### src/rtl/uart_timing_pkg.sv
// Shared constants, frame-length helper and FSM state type for the UART frame timer.
package uart_timing_pkg;

  localparam int unsigned MIN_DIVISOR   = 2;
  localparam int unsigned MIN_DATA_BITS = 5;

  typedef enum logic {
    IDLE = 1'b0,
    RUN  = 1'b1
  } state_t;

  // Slots in a frame: start + data + optional parity + one or two stops.
  function automatic logic [4:0] frame_len(input logic [3:0] d,
                                           input logic       p,
                                           input logic       two_stop);
    return 5'd1 + {1'b0, d} + {4'b0000, p} + (two_stop ? 5'd2 : 5'd1);
  endfunction

endpackage

### src/rtl/uart_bit_tick.sv
// Bit-period generator: divisor counter with slot start/mid/last pulses.
// Optional macro UART_FRAC_BAUD_EN adds a fractional accumulator that
// stretches a slot by one clock on each accumulator carry.
module uart_bit_tick
  import uart_timing_pkg::*;
#(
  parameter int unsigned DIV_WIDTH  = 16,
  parameter int unsigned FRAC_WIDTH = 4
) (
  input  logic                  clk,
  input  logic                  reset,
  input  logic                  load,
  input  logic                  enable,
  input  logic                  clear,
  input  logic [DIV_WIDTH-1:0]  divisor,
  input  logic [FRAC_WIDTH-1:0] frac,
  output logic                  tick_start,
  output logic                  tick_mid,
  output logic                  tick_last
);

  logic [DIV_WIDTH-1:0] per_q, per_d;
  logic [DIV_WIDTH-1:0] cnt_q, cnt_d;
  logic [DIV_WIDTH-1:0] slot_end;
  logic                 ext_w;

`ifdef UART_FRAC_BAUD_EN
  logic [FRAC_WIDTH-1:0] frac_q, frac_d;
  logic [FRAC_WIDTH-1:0] acc_q, acc_d;
  logic                  ext_q, ext_d;
  logic [FRAC_WIDTH:0]   sum;

  // Accumulate the fraction at every slot start; the carry stretches that slot.
  always_comb begin
    frac_d = frac_q;
    acc_d  = acc_q;
    ext_d  = ext_q;
    sum    = {1'b0, acc_q} + {1'b0, frac_q};
    if (load) begin
      frac_d = frac;
      acc_d  = '0;
      ext_d  = 1'b0;
    end else if (tick_start) begin
      acc_d = sum[FRAC_WIDTH-1:0];
      ext_d = sum[FRAC_WIDTH];
    end
  end

  // Fractional state registers.
  always_ff @(posedge clk) begin
    if (reset) begin
      frac_q <= '0;
      acc_q  <= '0;
      ext_q  <= 1'b0;
    end else begin
      frac_q <= frac_d;
      acc_q  <= acc_d;
      ext_q  <= ext_d;
    end
  end

  // ext_q is refreshed on the slot-start edge; it is only consulted from
  // count 1 onwards, which the minimum divisor of 2 guarantees.
  assign ext_w = ext_q;
`else
  logic unused_frac;
  assign unused_frac = ^frac;
  assign ext_w       = 1'b0;
`endif

  // Pulse decode and divisor counter next-state.
  always_comb begin
    per_d      = per_q;
    cnt_d      = cnt_q;
    slot_end   = per_q - DIV_WIDTH'(1) + DIV_WIDTH'(ext_w);
    tick_start = enable && (cnt_q == '0);
    tick_mid   = enable && (cnt_q == (per_q >> 1));
    tick_last  = enable && (cnt_q == slot_end);
    if (load) begin
      per_d = (divisor < DIV_WIDTH'(MIN_DIVISOR)) ? DIV_WIDTH'(MIN_DIVISOR) : divisor;
    end
    if (clear || tick_last) begin
      cnt_d = '0;
    end else if (enable) begin
      cnt_d = cnt_q + DIV_WIDTH'(1);
    end
  end

  // Divisor registers.
  always_ff @(posedge clk) begin
    if (reset) begin
      per_q <= '0;
      cnt_q <= '0;
    end else begin
      per_q <= per_d;
      cnt_q <= cnt_d;
    end
  end

endmodule

### src/rtl/uart_frame_timer.sv
// UART frame timer: start/busy/done handshake with abort, slot index and
// per-slot start/mid pulses. Fractional baud enabled by UART_FRAC_BAUD_EN.
module uart_frame_timer
  import uart_timing_pkg::*;
#(
  parameter int unsigned DIV_WIDTH     = 16,
  parameter int unsigned MAX_DATA_BITS = 9,
  parameter int unsigned FRAC_WIDTH    = 4,
  parameter int unsigned IDX_WIDTH     = 4
) (
  input  logic                  clk,
  input  logic                  reset,
  input  logic                  start,
  input  logic                  abort,
  input  logic [DIV_WIDTH-1:0]  cfg_divisor,
  input  logic [FRAC_WIDTH-1:0] cfg_frac,
  input  logic [3:0]            cfg_data_bits,
  input  logic                  cfg_parity_en,
  input  logic                  cfg_two_stop,
  output logic                  busy,
  output logic                  bit_start,
  output logic                  bit_mid,
  output logic [IDX_WIDTH-1:0]  bit_index,
  output logic                  last_bit,
  output logic                  frame_done
);

  state_t               state_q, state_d;
  logic [IDX_WIDTH-1:0] idx_q, idx_d;
  logic [IDX_WIDTH-1:0] last_idx_q, last_idx_d;
  logic                 done_q, done_d;
  logic [3:0]           data_bits_c;
  logic                 load, clear;
  logic                 tick_start, tick_mid, tick_last;

  // Clamp the requested data-bit count into the legal range.
  always_comb begin
    data_bits_c = cfg_data_bits;
    if (cfg_data_bits < 4'(MIN_DATA_BITS)) begin
      data_bits_c = 4'(MIN_DATA_BITS);
    end else if (cfg_data_bits > 4'(MAX_DATA_BITS)) begin
      data_bits_c = 4'(MAX_DATA_BITS);
    end
  end

  // Frame FSM: accept, advance slot index on slot end, finish or abort.
  always_comb begin
    state_d    = state_q;
    idx_d      = idx_q;
    last_idx_d = last_idx_q;
    done_d     = 1'b0;
    load       = 1'b0;
    case (state_q)
      IDLE: begin
        if (start && !abort) begin
          state_d    = RUN;
          idx_d      = '0;
          last_idx_d = IDX_WIDTH'(frame_len(data_bits_c, cfg_parity_en, cfg_two_stop) - 5'd1);
          load       = 1'b1;
        end
      end
      RUN: begin
        if (abort) begin
          state_d = IDLE;
          idx_d   = '0;
        end else if (tick_last) begin
          if (idx_q == last_idx_q) begin
            state_d = IDLE;
            idx_d   = '0;
            done_d  = 1'b1;
          end else begin
            idx_d = idx_q + IDX_WIDTH'(1);
          end
        end
      end
      default: state_d = IDLE;
    endcase
    clear = (state_d == IDLE) || load;
  end

  // FSM registers.
  always_ff @(posedge clk) begin
    if (reset) begin
      state_q    <= IDLE;
      idx_q      <= '0;
      last_idx_q <= '0;
      done_q     <= 1'b0;
    end else begin
      state_q    <= state_d;
      idx_q      <= idx_d;
      last_idx_q <= last_idx_d;
      done_q     <= done_d;
    end
  end

  uart_bit_tick #(
    .DIV_WIDTH  (DIV_WIDTH),
    .FRAC_WIDTH (FRAC_WIDTH)
  ) u_bit_tick (
    .clk        (clk),
    .reset      (reset),
    .load       (load),
    .enable     (busy),
    .clear      (clear),
    .divisor    (cfg_divisor),
    .frac       (cfg_frac),
    .tick_start (tick_start),
    .tick_mid   (tick_mid),
    .tick_last  (tick_last)
  );

  assign busy       = (state_q == RUN);
  assign bit_start  = tick_start;
  assign bit_mid    = tick_mid;
  assign bit_index  = idx_q;
  assign last_bit   = busy && (idx_q == last_idx_q);
  assign frame_done = done_q;

endmodule

### config.mk
export PLATFORM = sky130hd
export DESIGN_NAME = uart_frame_timer
export DESIGN_NICKNAME = d
export VERILOG_FILES = /design/src/rtl/uart_timing_pkg.sv /design/src/rtl/uart_bit_tick.sv /design/src/rtl/uart_frame_timer.sv
export SDC_FILE = /design/constraint.sdc
export NUM_CORES = 1
export LEC_CHECK = 0
export ABC_CLOCK_PERIOD_IN_PS = 3500
export CAP_MARGIN = 30
export CORE_AREA = 2 2 74 76
export DETAILED_ROUTE_END_ITERATION = 10
export DIE_AREA = 0 0 76 78
export PLACE_DENSITY = 0.8
export SYNTH_ARGS = -nofsm -noshare
export SYNTH_HDL_FRONTEND = slang
export SYNTH_SLANG_ARGS = --single-unit
export TNS_END_PERCENT = 50
### constraint.sdc
create_clock -name clk -period 3.5 [get_ports clk]
set_clock_uncertainty 0.2 [all_clocks]
set_input_delay 0.525 -clock clk [delete_from_list [all_inputs] [get_ports clk]]
set_output_delay 0.525 -clock clk [all_outputs]
set_load 0.01 [all_outputs]
# [After elaboration in Yosys (flattened, before gate mapping)]
# Cells that the tools add are included.
[totals] reg_bits=42 latchBits=0 ram_bits=0 mem_bits_ro=0 input_bits=30 output_inout_bits=9 word_cells=53 n_memories=0
[classes] n_addsub=7 mul=0 div=0 order_cmp=3 n_eq_ne=5 shifts=0 muxes=16 bitwise=3 n_reduce_logical=13
[op_table] op="two-way mux 4 bit" count=6
[op_table] op="adder 16 x 1 -> 16 bit (second input constant)" count=1
[op_table] op="equality test 16 x 15 -> 1 bit" count=1
[op_table] op="equality test 16 bit" count=1
[op_table] op="logical NOT 16 bit" count=1
[op_table] op="less-than comparator 16 x 2 -> 1 bit (second input constant)" count=1
[op_table] op="two-way mux 16 bit" count=1
[op_table] op="subtractor 16 x 1 -> 16 bit (second input constant)" count=1
[op_table] op="one-hot mux 4 bit (2 select lines)" count=1
[op_table] op="two-way mux 1 bit" count=6
[op_table] op="logical AND 1 bit" count=5
[op_table] op="adder 1 x 4 -> 4 bit (first input constant)" count=1
[op_table] op="adder 4 x 1 -> 4 bit" count=1
[op_table] op="adder 4 x 1 -> 4 bit (second input constant)" count=1
[op_table] op="adder 4 x 2 -> 4 bit" count=1
[op_table] op="equality test 4 bit" count=1
[op_table] op="greater-than comparator 4 bit (second input constant)" count=1
[op_table] op="less-than comparator 4 x 3 -> 1 bit (second input constant)" count=1
[op_table] op="AND reduction 2 bit" count=2
[op_table] op="OR reduction 4 bit" count=1
[op_table] op="subtractor 4 x 1 -> 4 bit (second input constant)" count=1
[op_table] op="inequality test 3 x 2 -> 1 bit (second input constant)" count=1
[op_table] op="NOT 1 bit" count=3
[op_table] op="logical OR 1 bit" count=2
[op_table] op="other kinds (5)" count=5

# [Depth between registers and ports, before layout]
[depth] word_depth=10 mapped_depth=10 mapped_depth_nobuf=9

# [Modules after synthesis]
# Synthesis repeated with hierarchy kept, for this count alone.
[unflattened] cells_unflattened=342 area_unflattened_um2=2971.6
[by_module_without_submodules] module="uart_bit_tick" n_inst=1 cells_each=275 area_each_um2=2349.8 seq_area_each_um2=640.6
[by_module_without_submodules] module="uart_frame_timer" n_inst=1 cells_each=67 area_each_um2=621.8 seq_area_each_um2=200.2

# [Least setup slack after synthesis]
# OpenSTA, ideal clock, no wires.
[synth_timing] path_kind="flip-flop to flip-flop" start="register u_bit_tick.per_q[5]" end="register idx_q[2] (netlist: bit_index[2])" setup_time_ns=0.120 arrival_ns=2.147 required_ns=3.180 slack_ns=1.034 path_stages_with_launch=9 n_path_buf=1 period_less_slack_ns=2.466 cell_sequence="dfxtp_1 buf_4 nor4_4 nand4_2 or3_1 a211oi_2 and3_2 a211oi_2 a211o_1"
[synth_between] elab_chain_len=5
[synth_rtl] element="from (decl)" line="uart_bit_tick.sv:22" text="logic [DIV_WIDTH-1:0] per_q, per_d;"
[synth_rtl] element="from (signal assigned)" line="uart_bit_tick.sv:95" text="per_q <= per_d;"
[synth_rtl] element="subtractor 16 x 1 -> 16 bit" line="uart_bit_tick.sv:75" text="slot_end = per_q - DIV_WIDTH'(1) + DIV_WIDTH'(ext_w);"
[synth_rtl] element="equality test 16 bit" line="uart_bit_tick.sv:78" text="tick_last = enable && (cnt_q == slot_end);"
[synth_rtl] element="logical AND 1 bit" line="uart_bit_tick.sv:78"
[synth_rtl] element="inequality test 3 x 2 -> 1 bit (no line)"
[synth_rtl] element="AND reduction 2 bit (no line)"
[synth_rtl] element="to (signal assigned)" line="uart_frame_timer.sv:90" text="idx_q <= idx_d;"
[synth_rtl] element="to (decl)" line="uart_frame_timer.sv:29" text="logic [IDX_WIDTH-1:0] idx_q, idx_d;"
# Every way passes these cells.
# A chain may end at the register's enable or synchronous reset.

# [Worst setup path after layout]
[layout_timing] start="register u_bit_tick.per_q[5]" end="output port bit_mid"
[layout_between] elab_chain_len=2
[layout_rtl] element="equality test 16 x 15 -> 1 bit" line="uart_bit_tick.sv:77" text="tick_mid = enable && (cnt_q == (per_q >> 1));"
[layout_rtl] element="logical AND 1 bit" line="uart_bit_tick.sv:77"
[layout_rtl] element="to (decl)" line="uart_frame_timer.sv:22" text="output logic bit_mid,"
# Every way passes these cells.

==> flow_metrics.tcl <==
set metrics [dict create \
    grt_max_degree 25 \
    numCtsBuffers 5 \
    synthArstFlopShare_pct 0 \
    num_vias 2316 \
    worst_slack_ns 0.3635 \
    coreArea_mm2 0.005042 \
    maxSlewViolCount 0 \
    status "finished, final reports clean" \
    cp_max_fo 8 \
    p_seq_share_pct 47.2 \
    yosysMostFrequentCell "nand2_1" \
    drt_first_pass_iters 4 \
    yosysUniqueCellTypes 54 \
    portBuffers 34 \
    initial_core_util_pct 53.90 \
    drc 0 \
    timing.max_cap.violations 0 \
    min_path_type "register to register" \
    num_io_pins 39 \
    grt_pass1_wl_um 10140 \
    grt_antenna_before_repair 0 \
    hold_violations 0 \
    ant_nets 0 \
    cp_data_arrival_time_ns 2.41 \
    place_congestion 0.8709 \
    clock_latency_ns 0.30 \
    crit_path_end_kind "output port" \
    leakage_uw 0.001103 \
    synthToLayoutAreaGrowth_pct 15.84 \
    hpwl_um 4363 \
    tns_ns 0 \
    synth_xor_xnor_area_share_pct 16.44 \
    synth_fa_ha_area_share_pct 3.775 \
    ys_ff_latch 42 \
    initialDrtViolationCount 122 \
    synthCells 340 \
    place_ws_ns 0.6465 \
    routedWlPerCell_um 13.44 \
    synth_nets 377 \
    die_x_um 76 \
    synth-edff-count 0 \
    synth_area_leaders "dfxtp_1 (31%), xnor2_1 (10%), nand2_1 (7.7%), xor2_1 (6.4%), nor2_1 (4.8%)" \
    yosysSeqAreaShare_pct 30.94 \
    hold_buffers 0 \
    wl_um 5794 \
    nets 397 \
    root_buffer "clkbuf_8" \
    switching_share_pct 26.44 \
    max_freq_mhz 318.8 \
    cts_resized 0 \
    clkTransAtPathRegs_ns 0.08 \
    synth_top_area_share_pct 30.94 \
    worstMarginPinSlew_ns 0.6959 \
    drive_gt1_share_pct 8.310 \
    num_antenna_cells 0 \
    synth-compound-area-share_pct 10.82 \
    post-cts-setup-buffers 0 \
    synth-simple-area-share_pct 30.39 \
    p_sw_uw 287.0 \
    min_period_ns 3.136 \
    p_comb_share_pct 17.2 \
    fp.dieH_um 78 \
    rsz0062_at_grt "false" \
    track_usage_pct 21.06 \
    clock_power_share_pct 35.6 \
    cellPowerDensity_mw_per_mm2 344.8 \
    avgSynthCellArea_um2 7.993 \
    ys.flop_type "dfxtp_1" \
    min_period_over_period_pct 89.61 \
    yosys.area.top_type "dfxtp_1" \
    first_global_vias 2257 \
    ys_warn_count 0 \
    cp.required_ns 2.77 \
    via_per_inst 5.374 \
    synth_top_family_by_area "simple AND/OR/NAND/NOR gates" \
    clockBufferDepth 2 \
    numClockSinks 42 \
    holdWs_ns 0.2738 \
    grt_remaining_overflow 0 \
    syn_area_mm2 0.002718 \
    die-area_mm2 0.005928 \
    internal_power_uw 798.5 \
    cts_tree "yes" \
    synth.mux.area_fraction_pct 1.197 \
    htree_num_levels 2 \
    num_rows 26 \
    finalSetupViolCount 0 \
    maxSlewHeadroom_pct 53.61 \
    start_kind "register" \
    peakVddDrop_v 0.0002377 \
    worstSetupPathType "register to output port" \
    synthTopCellsByCount "nand2_1 (56), dfxtp_1 (42), nor2_1 (35)" \
]
per-layer routing:
| layer | global-route usage [%] | vias to the layer above | share of wire [%] |
|---|---|---|---|
| li1 | - | 1193 | - |
| met1 | 27.40 | 1063 | 48 |
| met2 | 34.91 | 53 | 47 |
| met3 | 4.535 | 7 | 4.3 |
| met4 | 6.909 | 0 | 1.3 |
| met5 | 0 | - | 0 |
power by group through the flow:
| stage | clock, uW | combinational (uW) | sequential (uW) |
|---|---|---|---|
| after CTS | 393 | 187 | 512 |
| after global placement | 0 | 182 | 522 |
| final | 386 | 187 | 512 |
| after global routing | 413 | 209 | 514 |
| after detailed placement | 0 | 185 | 523 |
| after floorplan | 0 | 136 | 512 |
state kept, by name (all words and copies together), names as in the netlist:
name,flops
last_idx_q,4
u_bit_tick.cnt_q,16
busy,1
bit_index,4
frame_done,1
u_bit_tick.per_q,16
path summary, 6_finish.rpt:
check	cells past startpoint	slack, ns	startpoint	to
setup / recovery	5	0.36	u_bit_tick.per_q[5]	bit_mid
hold / removal	2	0.27	last_idx_q[1]	last_idx_q[1]
setup reg to reg	9	0.61	u_bit_tick.per_q[0]	u_bit_tick.cnt_q[7]
hold reg to reg	2	0.27	last_idx_q[1]	last_idx_q[1]
kinds of logic (layout without fill, tap and decap cells):
logic type	after synthesis	count (layout)
AOI/OAI and AO/OA	43	43
muxes	3	3
DFF	42	42
adders and majority gates	7	7
xor gates and xnor gates	51	51
and+or+nand+nor	159	159
buffers and inverters	35	56
cell usage in the layout (no fill, tap or decap), types with 2 or more instances in the layout:
master / Yosys / layout
a2111oi_0: 2 / 2
xnor2_1: 31 / 31
a211oi_1: 2 / 2
and4_2: 2 / 2
fa_1: 2 / 2
nand2_1: 56 / 56
a211oi_2: 2 / 2
o21ai_0: 4 / 4
nor2_1: 35 / 35
buf_4: 1 / 3
a21oi_1: 20 / 20
clkinvlp_4: 0 / 2
nor3_1: 8 / 8
and3_1: 6 / 6
or3_1: 2 / 2
o211ai_1: 3 / 3
ha_1: 5 / 5
nand3b_1: 2 / 2
nor4b_1: 3 / 3
a211o_1: 2 / 2
clkdlybuf4s50_1: 0 / 34
nor3b_1: 2 / 2
nand2b_1: 4 / 4
nor4_1: 9 / 9
mux2_2: 2 / 2
nand3_1: 8 / 8
dfxtp_1: 42 / 42
xor2_1: 20 / 20
clkbuf_8: 3 / 5
nand4_1: 9 / 9
inv_1: 11 / 11
nand4_2: 2 / 2
critical path: stages, from the launching register on:
cell	delay [ns]
dfxtp_1	0.54
xnor2_1	0.17
nand2_1	0.06
or4_1	0.46
nor4_1	0.28
clkdlybuf4s50_1	0.61
cell type report:
type | count | area, um^2
clock buffers | 5 | 68.82
clock inverters | 3 | 45.04
fillers | 446 | 1894
inverters | 11 | 41.29
multi-input cells | 263 | 1702
flip-flops and latches | 42 | 840.8
well taps | 70 | 87.58
repair buffers | 37 | 362.8
per-stage QoR:
step	instance area [um^2]	utilization, %	std cells	total power, uW
3_3_place_gp	3034	60.17	423	703.9
5_1_grt	3148	62.43	431	1136
4_1_cts	3148	62.43	431	1091
2_1_floorplan	2718	-	340	648.2
3_5_place_dp	3034	60.17	423	708.4
6_report	3148	62.43	431	1086
Power figures use the tool's default switching activity.
